[src/rtl/seq_divider16x8.sv]
// rtl/seq_divider16x8.sv - multi-cycle unsigned restoring divider with valid/ready handshakes
module seq_divider16x8 #(
  parameter int N = 16,
  parameter int M = 8
) (
  input  logic         clk,
  input  logic         rst_n,
  input  logic         in_valid,
  output logic         in_ready,
  input  logic [N-1:0] dividend,
  input  logic [M-1:0] divisor,
  output logic         out_valid,
  input  logic         out_ready,
  output logic [N-1:0] quotient,
  output logic [M-1:0] remainder,
  output logic         div_by_zero
);

  localparam int CW = $clog2(N);

  typedef enum logic [1:0] {
    IDLE,
    CALC,
    DONE
  } state_t;

  state_t        state;
  logic [CW-1:0] cnt;
  logic [N-1:0]  q_sh;
  logic [M-1:0]  dvs;
  logic [M-1:0]  r;

  logic [M:0]    t;
  logic          ge;
  logic [M-1:0]  r_next;
  logic [N-1:0]  q_next;

  // One restoring step: shift the next dividend bit into the partial remainder,
  // trial-subtract at M+1 bits, keep the difference only when it did not borrow.
  // The kept remainder is always below the divisor, so it fits back in M bits.
  always_comb begin
    t      = {r, q_sh[N-1]};
    ge     = (t >= {1'b0, dvs});
    r_next = ge ? M'(t - {1'b0, dvs}) : t[M-1:0];
    q_next = {q_sh[N-2:0], ge};
  end

  // Control FSM and datapath registers; result registers load only on entry to DONE.
  always_ff @(posedge clk) begin
    if (!rst_n) begin
      state       <= IDLE;
      in_ready    <= 1'b1;
      out_valid   <= 1'b0;
      quotient    <= '0;
      remainder   <= '0;
      div_by_zero <= 1'b0;
      cnt         <= '0;
      q_sh        <= '0;
      dvs         <= '0;
      r           <= '0;
    end else begin
      case (state)
        IDLE: begin
          out_valid <= 1'b0;
          in_ready  <= 1'b1;
          if (in_valid && in_ready) begin
            q_sh     <= dividend;
            dvs      <= divisor;
            r        <= '0;
            cnt      <= CW'(N - 1);
            in_ready <= 1'b0;
            if (divisor == '0) begin
              quotient    <= '1;
              remainder   <= dividend[M-1:0];
              div_by_zero <= 1'b1;
              out_valid   <= 1'b1;
              state       <= DONE;
            end else begin
              state <= CALC;
            end
          end
        end

        CALC: begin
          q_sh <= q_next;
          r    <= r_next;
          if (cnt == '0) begin
            quotient    <= q_next;
            remainder   <= r_next;
            div_by_zero <= 1'b0;
            out_valid   <= 1'b1;
            state       <= DONE;
          end else begin
            cnt <= cnt - 1'b1;
          end
        end

        DONE: begin
          if (out_valid && out_ready) begin
            out_valid <= 1'b0;
            in_ready  <= 1'b1;
            state     <= IDLE;
          end
        end

        default: begin
          state     <= IDLE;
          in_ready  <= 1'b1;
          out_valid <= 1'b0;
        end
      endcase
    end
  end

endmodule

[config.mk]
export PLATFORM = sky130hd
export DESIGN_NAME = seq_divider16x8
export DESIGN_NICKNAME = d
export VERILOG_FILES = /design/src/rtl/seq_divider16x8.sv
export SDC_FILE = /design/constraint.sdc
export NUM_CORES = 1
export LEC_CHECK = 0
export CORE_MARGIN = 5
export CORE_UTILIZATION = 30
export CTS_BUF_LIST = sky130_fd_sc_hd__clkbuf_16
export DETAILED_ROUTE_END_ITERATION = 12
export PLACE_DENSITY = 0.51
export SETUP_SLACK_MARGIN = 0.2
export SYNTH_ARGS = -nofsm -noshare
export SYNTH_HDL_FRONTEND = slang
export SYNTH_SLANG_ARGS = --single-unit
[constraint.sdc]
create_clock -name clk -period 2.6 [get_ports clk]
set_input_delay 0.78 -clock clk [delete_from_list [all_inputs] [get_ports clk]]
set_output_delay 0.78 -clock clk [all_outputs]
set_load 0.02 [all_outputs]
=== Word level (Yosys, flattened, before mapping) ===
Cells that the tools add are included.

* Register bits: 65
* Bits of input ports: 28
* Output and inout port bits: 27
* Logic and storage cells: 67

* $add $sub $neg: 2
* $lt $le $gt $ge: 1
* Equality and inequality tests: 7
* Muxes and demuxes: 33
* Bitwise operators: 1
* Reduce and logical (&&, ||, !) cells: 13

{| class="wikitable"
|+ Operators by type and width
! cell !! count
|-
| $mux W16 || 4
|-
| $pmux W16 S2 || 2
|-
| $mux W8 || 5
|-
| $pmux W8 S2 || 2
|-
| $ne A2 B2 Y1 const B || 5
|-
| $ge A9 B8 Y1 || 1
|-
| $mux W1 || 9
|-
| $logic_not A8 Y1 || 1
|-
| $mux W2 || 4
|-
| $mux W4 || 2
|-
| $pmux W4 S2 || 1
|-
| $reduce_and A2 Y1 || 4
|-
| $sub A8 B8 Y8 || 1
|-
| $pmux W1 S3 || 2
|-
| $pmux W2 S3 || 1
|-
| $reduce_and A3 Y1 || 2
|-
| $logic_not A4 Y1 || 1
|-
| $reduce_and A4 Y1 || 1
|-
| $sub A4 B1 Y4 const B || 1
|-
| $eq A2 B1 Y1 const B || 1
|-
| $eq A2 B2 Y1 const B || 1
|-
| $logic_and A1 B1 Y1 || 2
|-
| $logic_not A2 Y1 || 1
|-
| $pmux W1 S2 || 1
|-
| 2 further kinds || 2
|}

=== Longest topological paths before layout ===
Gate-level depths: netlist (run 1).

* Word-level depth: 4
* Mapped depth: 9
* Gate-level depth less buffers: 9

=== Worst setup path after synthesis (run 1) ===
OpenSTA, ideal clock, no wires.

* Path kind: register to register
* Start: register dvs[4]
* End: register remainder[7]
* Library setup time: 0.122 ns
* Data arrival time: 1.969 ns
* Required time: 2.478 ns
* Setup slack: 0.509 ns
* Stages on the path, launching flop included: 10
* Path buffers: 1
* Clock period less this slack: 2.091 ns
* Cell sequence: dfxtp_1 > inv_1 > ha_1 > a21o_1 > a221o_1 > a21o_1 > buf_6 > or3_1 > o2111ai_2 > a21oi_2

* Word-level cells in the longest chain between the ends: 4
* Elaborated cells between the ends (all ways): 5
* Those cells by class: add/sub (1); order compare (1); mux (3)

{| class="wikitable"
|+ RTL lines
! what !! line !! text
|-
| start: declaration || 30 || <nowiki>logic [M-1:0] dvs;</nowiki>
|-
| start signal: assignment || 68 || <nowiki>dvs <= divisor;</nowiki>
|-
| $sub A8 B8 Y8 or $ge A9 B8 Y1 (tied branches) || 44, 43 ||
|-
| $mux W8 (*) || 44 || <nowiki>r_next = ge ? M'(t - {1'b0, dvs}) : t[M-1:0];</nowiki>
|-
| $mux W8 (*) || 87 || <nowiki>if (cnt == '0) begin</nowiki>
|-
| $pmux W8 S2 (*) || 62 || <nowiki>case (state)</nowiki>
|-
| end signal: assignment || 74 || <nowiki>remainder <= dividend[M-1:0];</nowiki>
|-
| end signal: assignment || 89 || <nowiki>remainder <= r_next;</nowiki>
|-
| end: declaration || 15 || <nowiki>output logic [M-1:0] remainder,</nowiki>
|}

Mark *: on every way between the ends. The rest lies on a longest branch, timed or not. The select of a mux whose other input is x is not followed.
A chain may end at the register's enable or synchronous reset.

=== Worst setup path after layout (run 1) ===
* Start: input port divisor[5]
* End: register quotient[0]

* Word-level cells in the longest chain between the ends: 3

{| class="wikitable"
|+ RTL lines
! what !! line !! text
|-
| start: declaration || 11 || <nowiki>input logic [M-1:0] divisor,</nowiki>
|-
| $logic_not A8 Y1 || 72 || <nowiki>if (divisor == '0) begin</nowiki>
|-
| $ne A2 B2 Y1 (no line) || n/a ||
|-
| $reduce_and A4 Y1 (no line) || n/a ||
|-
| end signal: assignment || 88 || <nowiki>quotient <= q_next;</nowiki>
|-
| end: declaration || 14 || <nowiki>output logic [N-1:0] quotient,</nowiki>
|}

Every way passes these cells.

==> summary.md, run 1 <==
| Metric | Value |
|---|---|
| Fin crit period | 2.27 ns |
| Initial core utilization | 0.306 |
| Worst path slowest cell | clkdlybuf4s50_1 |
| Final Util | 0.417 |
| Vias in the first global route | 2,675 |
| Worst skew pair latency | 0.32 ns |
| Via count | 2,714 |
| Post-DRT Antenna Nets | 0 |
| RSZ-0062 raised after global routing | no |
| Die area | 12,000 µm² |
| # rows | 36 |
| CP Launch Type | input pin |
| Power Density | 985 nW/µm² |
| Largest family of logic cells by synthesized area | simple AND/OR/NAND/NOR gates |
| Post-synthesis cell type count | 44 |
| # setup viols final | 0 |
| CP Cell Sequence | clkdlybuf4s50_1 > nor4_2 > nand3_1 > nand2_1 > buf_12 > nor2_1 > a311oi_1 |
| Critical Path Start | divisor[5] |
| Critical Path Fanout Max | 39 |
| Core Region | 9680 µm² |
| Clock skew | 0.00555 ns |
| Worst r2r path cells | 8 |
| DRC viols | 0 |
| Status | complete, no violations |
| Number of synthesis warnings | 0 |
| GPL Wtd Cong | 0.742 |
| Die Y | 109 µm |
| Pre-antenna DRT Iters | 4 |
| H-tree depth | 3 |
| Achievable Freq | 441 MHz |
| Rel. slew slack | 0.675 |
| Critical path's largest stage delay | 0.48 ns |
| First-pass GRT wire length | 13.2 mm |
| CTS tree | done |
| Total CTS buffers | 9 |
| Ports | 55 |
| Hold depth | 2 |
| Seq cells post-synth | 65 |
| Initial DRC count | 117 |
| Deepest clock path buffer count | 2 |
| Clk slew on worst S/H paths | 0.06 ns |
| Critical path depth | 7 |
| Setup repair bufs after CTS | 0 |
| Min-Delay Startpoint | dvs[6]$_SDFFE_PN0P_ |
| Tcrit/Tclk final | 0.873 |
| Clk sinks | 65 |
| Worst-margin pin slew | 0.484 ns |
| Area share of fa/ha/maj cells after synthesis | 0.0448 |
| Syn nets | 403 |
| Min-delay worst type | register to register |
| Antenna violations before repair | 0 |
| Maximum vdd drop | 0.378 mV |
| CP arrival | 2.50 ns |
| Ys flop type | dfxtp_1 |
| Setup Total Neg Slack | 0 ns |
| Buffer and inverter count on the worst path | 2 |
| Crit path kind | input pin to register |
| Area share of and/or/nand/nor cells after synthesis | 0.230 |
| Vias/cell | 4.85 |
| Gr ovfl total | 0 |
| Seq/Total Area, Yosys | 0.439 |
| Post-synth EDFFs | 0 |
| Clock Tree Root | clkbuf_16 |
| Crit path max-delay family | simple AND/OR/NAND/NOR gates |
| Complex-gate fraction of the synthesized area | 0.211 |
| Leakage Power | 1.51 nW |
| All-Layer GR Usage | 0.140 |
| Largest net degree at the start of global routing | 40 |
| Async SR Flop Fraction | 0 |
| NumNets Final | 460 |
| Synth Instances | 365 |
| PortBufs | 54 |
| Diode count | 0 |
| Syn-to-layout area delta | 36.1% |
| RR Startpoint | dvs[4]$_SDFFE_PN0P_ |
| Drt total wl | 8.22 mm |
| Crit path capture type | register |
| Maxcap violations | 0 |
| Max Slew Vio Count | 0 |
| Final HPWL DP | 5.82 mm |
| Die Wd | 109 µm |
| Hold Vio Cnt, Final | 0 |
| Avg Inst Size Synth | 8.12 µm² |
| Mapped Area | 2960 µm² |
| Routed wire per std cell | 14.7 µm |
| Mux share of post-synthesis cell area | 0.00380 |
| Xor and xnor fraction of the mapped netlist area | 0.0207 |
| CP Data Required Time | 2.83 ns |
| Fraction of layout cells with a size suffix above 1 | 0.105 |
==> worst min-delay path: cells and delay by family, from the launching register on <==
kind	cells	cell delay [ns]
flip-flops	1	0.30
AND/OR/NAND/NOR	1	0.05
AO/OA/AOI/OAI	1	0.05
==> cells by family (layout without fill, tap and decap cells) <==
logic type               Yosys count  count (layout)
AND/OR/NAND/NOR                  157             157
AO/OA/AOI/OAI                     89              89
flip-flops                        65              65
buffers and inverters             36              98
adder cells (fa/ha/maj)           10              10
XOR/XNOR                           7               7
multiplexers                       1               1
==> cell usage in the layout, fill, tap and decap left out, types with 4 or more instances in the layout <==
master,instances
inv_1,13
nand2_1,58
nor2_1,63
a211oi_1,19
ha_1,9
clkdlybuf4s50_1,54
o211ai_1,5
a21oi_1,22
xor2_1,4
a31oi_1,6
clkbuf_16,9
a311oi_1,11
dfxtp_1,65
nor3_1,4
nor4_1,7
o21ai_0,10
and3_1,5
buf_4,12
==> Yosys cell counts, types with 2 or more instances <==
cell type | number | share of area
buf_2 | 4 | 0.0068
o22ai_1 | 2 | 0.0042
a21oi_2 | 2 | 0.0059
nor2b_1 | 3 | 0.0063
nand2_1 | 58 | 0.073
o21ai_0 | 10 | 0.017
nor4_1 | 9 | 0.019
nand4_1 | 2 | 0.0042
nor3_1 | 4 | 0.0068
o211ai_1 | 5 | 0.013
xnor2_1 | 3 | 0.0089
or2_2 | 3 | 0.0063
ha_1 | 9 | 0.038
and3_1 | 5 | 0.011
a211oi_1 | 19 | 0.048
xor2_1 | 4 | 0.012
clkbuf_1 | 16 | 0.020
a21o_1 | 3 | 0.0076
or3_1 | 3 | 0.0063
a31oi_1 | 6 | 0.013
inv_1 | 13 | 0.016
a21oi_1 | 22 | 0.037
nand3_1 | 2 | 0.0034
nor2_1 | 63 | 0.080
a221oi_2 | 2 | 0.010
dfxtp_1 | 65 | 0.44
a311oi_1 | 11 | 0.033
==> per-layer routing <==
layer | wire, µm | GRT usage | vias to the layer above
met5 | 0 | 0 | -
met4 | 144 | 0.0445 | 0
met3 | 321 | 0.0241 | 11
met2 | 3660 | 0.221 | 53
met1 | 4100 | 0.195 | 1246
li1 | - | - | 1404
==> repair_timing <==
action,in CTS,in global routing
endpoints found under the hold margin,0,0
hold buffers,0,0
endpoints found under the setup margin,0,3
gates resized for setup,0,3
==> stage by stage <==
step	instance area, µm²	worst slack, ns	hold slack, ns	instances	total power, mW
finish	4030	0.331	0.455	560	3.97
global route	4030	0.198	0.483	560	4.24
CTS	4020	0.333	0.457	560	4.00
detailed placement	3700	0.00614	0.450	544	2.70
global placement	3700	0.0318	0.445	544	2.70
floorplan	2960	0.509	0.436	365	2.27
==> sequential cells by signal, summed over array words and instances, names as in the netlist <==
register and cells:
in_ready 1, r 8, out_valid 1, state 2, q_sh 16, div_by_zero 1, quotient 16, remainder 8
cnt 4, dvs 8
==> cell type report <==
cell class                 instances  area [µm²]
fill                             999        5650
sequential                        65        1300
clock inverter                     7        93.8
timing repair buffer              68         671
tap                              133         166
multi-input combinational        264        1520
clock buffer                       9         225
inverter                          14        52.6
==> power by group <==
part | internal [mW] | switching (mW)
clock | 0.839 | 0.442
combinational | 0.579 | 0.837
sequential | 1.17 | 0.110
==> final timing paths <==
| kind | end | slack (ns) |
|---|---|---|
| setup / recovery | quotient[0]$_SDFFE_PN0P_ | 0.33 |
| hold / removal | dvs[6]$_SDFFE_PN0P_ | 0.46 |
| setup reg to reg | remainder[2]$_SDFFE_PN0P_ | 0.40 |
| hold reg to reg | dvs[6]$_SDFFE_PN0P_ | 0.46 |
Power figures use the tool's default switching activity.
==> run 2, diff against run 1 <==
CTS_CLUSTER_SIZE = 24   (was not set)
GPL_TIMING_DRIVEN = 0   (was not set)
==> summary.md, run 2 (synthesis gave the netlist of run 1 again) <==
| Metric | Value |
|---|---|
| Sw Ratio | 0.362 (+0.0128) |
| Psw | 1.48 mW (+6.2%) |
| CP Launch Type | register |
| Final HPWL DP | 6.64 mm (+14%) |
| NumNets Final | 469 (+2.0%) |
| Die Wd | 109 µm (unchanged) |
| Min-Delay Startpoint | dvs[5]$_SDFFE_PN0P_ |
| Crit path kind | register to register |
| Vias in the first global route | 2,722 (+1.8%) |
| Biggest regs | q_sh x16, quotient x16 |
| Achievable Freq | 439 MHz (-0.38%) |
| Antenna violations before repair | 0 (unchanged) |
| Hold slack final | 0.454 ns (-0.00160 ns) |
| Ports | 55 (unchanged) |
| Clk slew on worst S/H paths | 0.06 ns (about the same) |
| Clk sinks | 65 (unchanged) |
| RSZ-0062 raised after global routing | yes |
| # rows | 36 (unchanged) |
| GPL Wtd Cong | 0.809 (+9.0%) |
| Reg2reg end | remainder[7]$_SDFFE_PN0P_ |
| Clock network power share | 0.329 (+0.007) |
| Worst skew pair latency | 0.33 ns (about the same) |
| Tcrit/Tclk final | 0.876 (+0.00331) |
| Diode count | 0 (unchanged) |
| Clock Tree Root | clkbuf_16 |
| Internal Dissipation | 2.60 mW (+0.45%) |
| Hold Vio Cnt, Final | 0 (unchanged) |
| Status | complete, no violations |
| Via count | 2,856 (+5.2%) |
| Maximum vdd drop | 0.333 mV (-12%) |
| Maxcap violations | 0 (unchanged) |
| Power Density | 1000 nW/µm² (+2.0%) |
| Crit path capture type | register |
| H-tree depth | 3 (unchanged) |
| Post-Layout Cell Count | 569 (+1.6%) |
| Dpl cells | 551 (+1.3%) |
| Final Util | 0.418 (+0.00181) |
| All-Layer GR Usage | 0.157 (+0.0163) |
| Post-DRT Antenna Nets | 0 (unchanged) |
| Worst-margin pin slew | 0.693 ns (+0.209 ns) |
| Flop pwr share | 0.313 (-0.008) |
| Logic pwr share | 0.358 (+0.002) |
| Gr ovfl total | 0 (unchanged) |
| WHS Endpoint | dvs[5]$_SDFFE_PN0P_ |
| Setup Total Neg Slack | 0 ns (unchanged) |
| Area of all placed cells without fillers | 4050 µm² (+0.43%) |
| Max Slew Vio Count | 0 (unchanged) |
| Flop2flop setup slack | 0.32 ns (-0.08 ns) |
| Die area | 12,000 µm² (unchanged) |
| Syn-to-layout area delta | 36.7% |
| Placed cell areas | 3660 µm² (-1.1%) |
| CP arrival | 2.49 ns (about the same) |
| # setup viols final | 0 (unchanged) |
| CTS tree | done |
| FILL cells | 975 (-2.4%) |
| Fin crit period | 2.28 ns (+0.00860 ns) |
| Die Y | 109 µm (unchanged) |
| Commonest non-fill, non-tap cell in the layout | dfxtp_1 |
| Pre-antenna DRT Iters | 4 (unchanged) |
| Rel. slew slack | 0.536 (-0.139) |
| Total CTS buffers | 9 (unchanged) |
| Vias/cell | 5.02 (+3.6%) |
| First-pass GRT wire length | 14.3 mm (+8.1%) |
| Drt total wl | 8.98 mm (+9.3%) |
| Total power | 4.07 mW (+2.5%) |
| Leakage Power | 1.51 nW (-0.26%) |
| Core Region | 9680 µm² (unchanged) |
| Clock skew | 0.00527 ns (-0.000276 ns) |
| Worst r2r path cells | 9 (+1) |
| Hold-fix buffers, CTS | 0 (unchanged) |
| Setup ws final | 0.323 ns (-0.00860 ns) |
| Min-delay worst type | register to register |
| PortBufs | 53 (-1.9%) |
| Routed wire per std cell | 15.8 µm (+7.6%) |
| CP Data Required Time | 2.81 ns (-0.02 ns) |
| Deepest clock path buffer count | 2 (unchanged) |
| Initial core utilization | 0.306 (unchanged) |
| RR Startpoint | dvs[4]$_SDFFE_PN0P_ |
| DRC viols | 0 (unchanged) |
| Critical Path Fanout Max | 10 (-74%) |
| DP Worst Slack | -0.521 ns (-0.527 ns) |
| Hold depth | 2 (unchanged) |
| Most frequent cells in the layout | 65 x dfxtp_1, 63 x nor2_1, 58 x nand2_1 |
| Largest net degree at the start of global routing | 14 (-65%) |
| Initial DRC count | 157 (+34%) |
| Fraction of layout cells with a size suffix above 1 | 0.0917 (-0.0136) |
## run 2: cell count changes in the layout (fill, tap and decap cells not counted), sizes merged
cell and delta:
clkinv -1, clkdlybuf4s50 -1, clkinvlp -1, inv +2, buf -6, clkbuf +16
## run 2: worst max-delay path by stage
stage	startpoint	to	cells past startpoint
floorplan	dvs[4]$_SDFFE_PN0P_	remainder[7]$_SDFFE_PN0P_	9
detailed placement	divisor[0]	quotient[9]$_SDFFE_PN0P_	7
global placement	divisor[0]	quotient[11]$_SDFFE_PN0P_	7
CTS	divisor[0]	remainder[4]$_SDFFE_PN0P_	8
global route	dvs[6]$_SDFFE_PN0P_	remainder[7]$_SDFFE_PN0P_	9
finish	dvs[4]$_SDFFE_PN0P_	remainder[7]$_SDFFE_PN0P_	9
## run 2: power groups by stage
stage          Combinational [mW]  Sequential [mW]  Clock, mW
3_5_place_dp                 1.42             1.30          0
5_1_grt                      1.62             1.30       1.41
4_1_cts                      1.43             1.28       1.35
3_3_place_gp                 1.41             1.29          0
2_1_floorplan               0.933             1.33          0
6_report                     1.46             1.28       1.34
## run 2: area by class of cell
cell class	instances	area, µm²	share of cell area
clock inverter	7	100	0.0247
clock buffer	9	225	0.0556
buffer	22	108	0.0266
sequential	65	1300	0.321
timing repair buffer	55	546	0.135
tap	133	166	0.0411
multi-input combinational	264	1550	0.383
inverter	14	52.6	0.0130
## run 2: critical path, stage by stage (launching register included)
cell       delay (ns)
dfxtp_1          0.33
inv_1            0.05
ha_1             0.37
a21o_1           0.22
a221o_1          0.38
a21o_1           0.20
buf_6            0.14
or3_1            0.33
o2111ai_2        0.10
a21oi_2          0.04
## run 2: what timing repair did
item / 4_1_cts / 5_1_grt
gates resized for setup: 7 / 2
pin swaps: 0 / 2
endpoints found under the setup margin: 25 / 17
setup buffers: 0 / 2
## run 2: routing by layer
layer	up-vias	global-route usage	share of wire
li1	1425	-	-
met1	1358	0.221	0.49
met2	59	0.237	0.45
met3	14	0.0282	0.043
met4	0	0.0588	0.016
met5	-	0	0
==> run 3, diff against run 2 <==
SLEW_MARGIN = 10   (was not set)
==> results of run 3 <==
No change in the layout: final DEF, timing and power equal those of run 2.
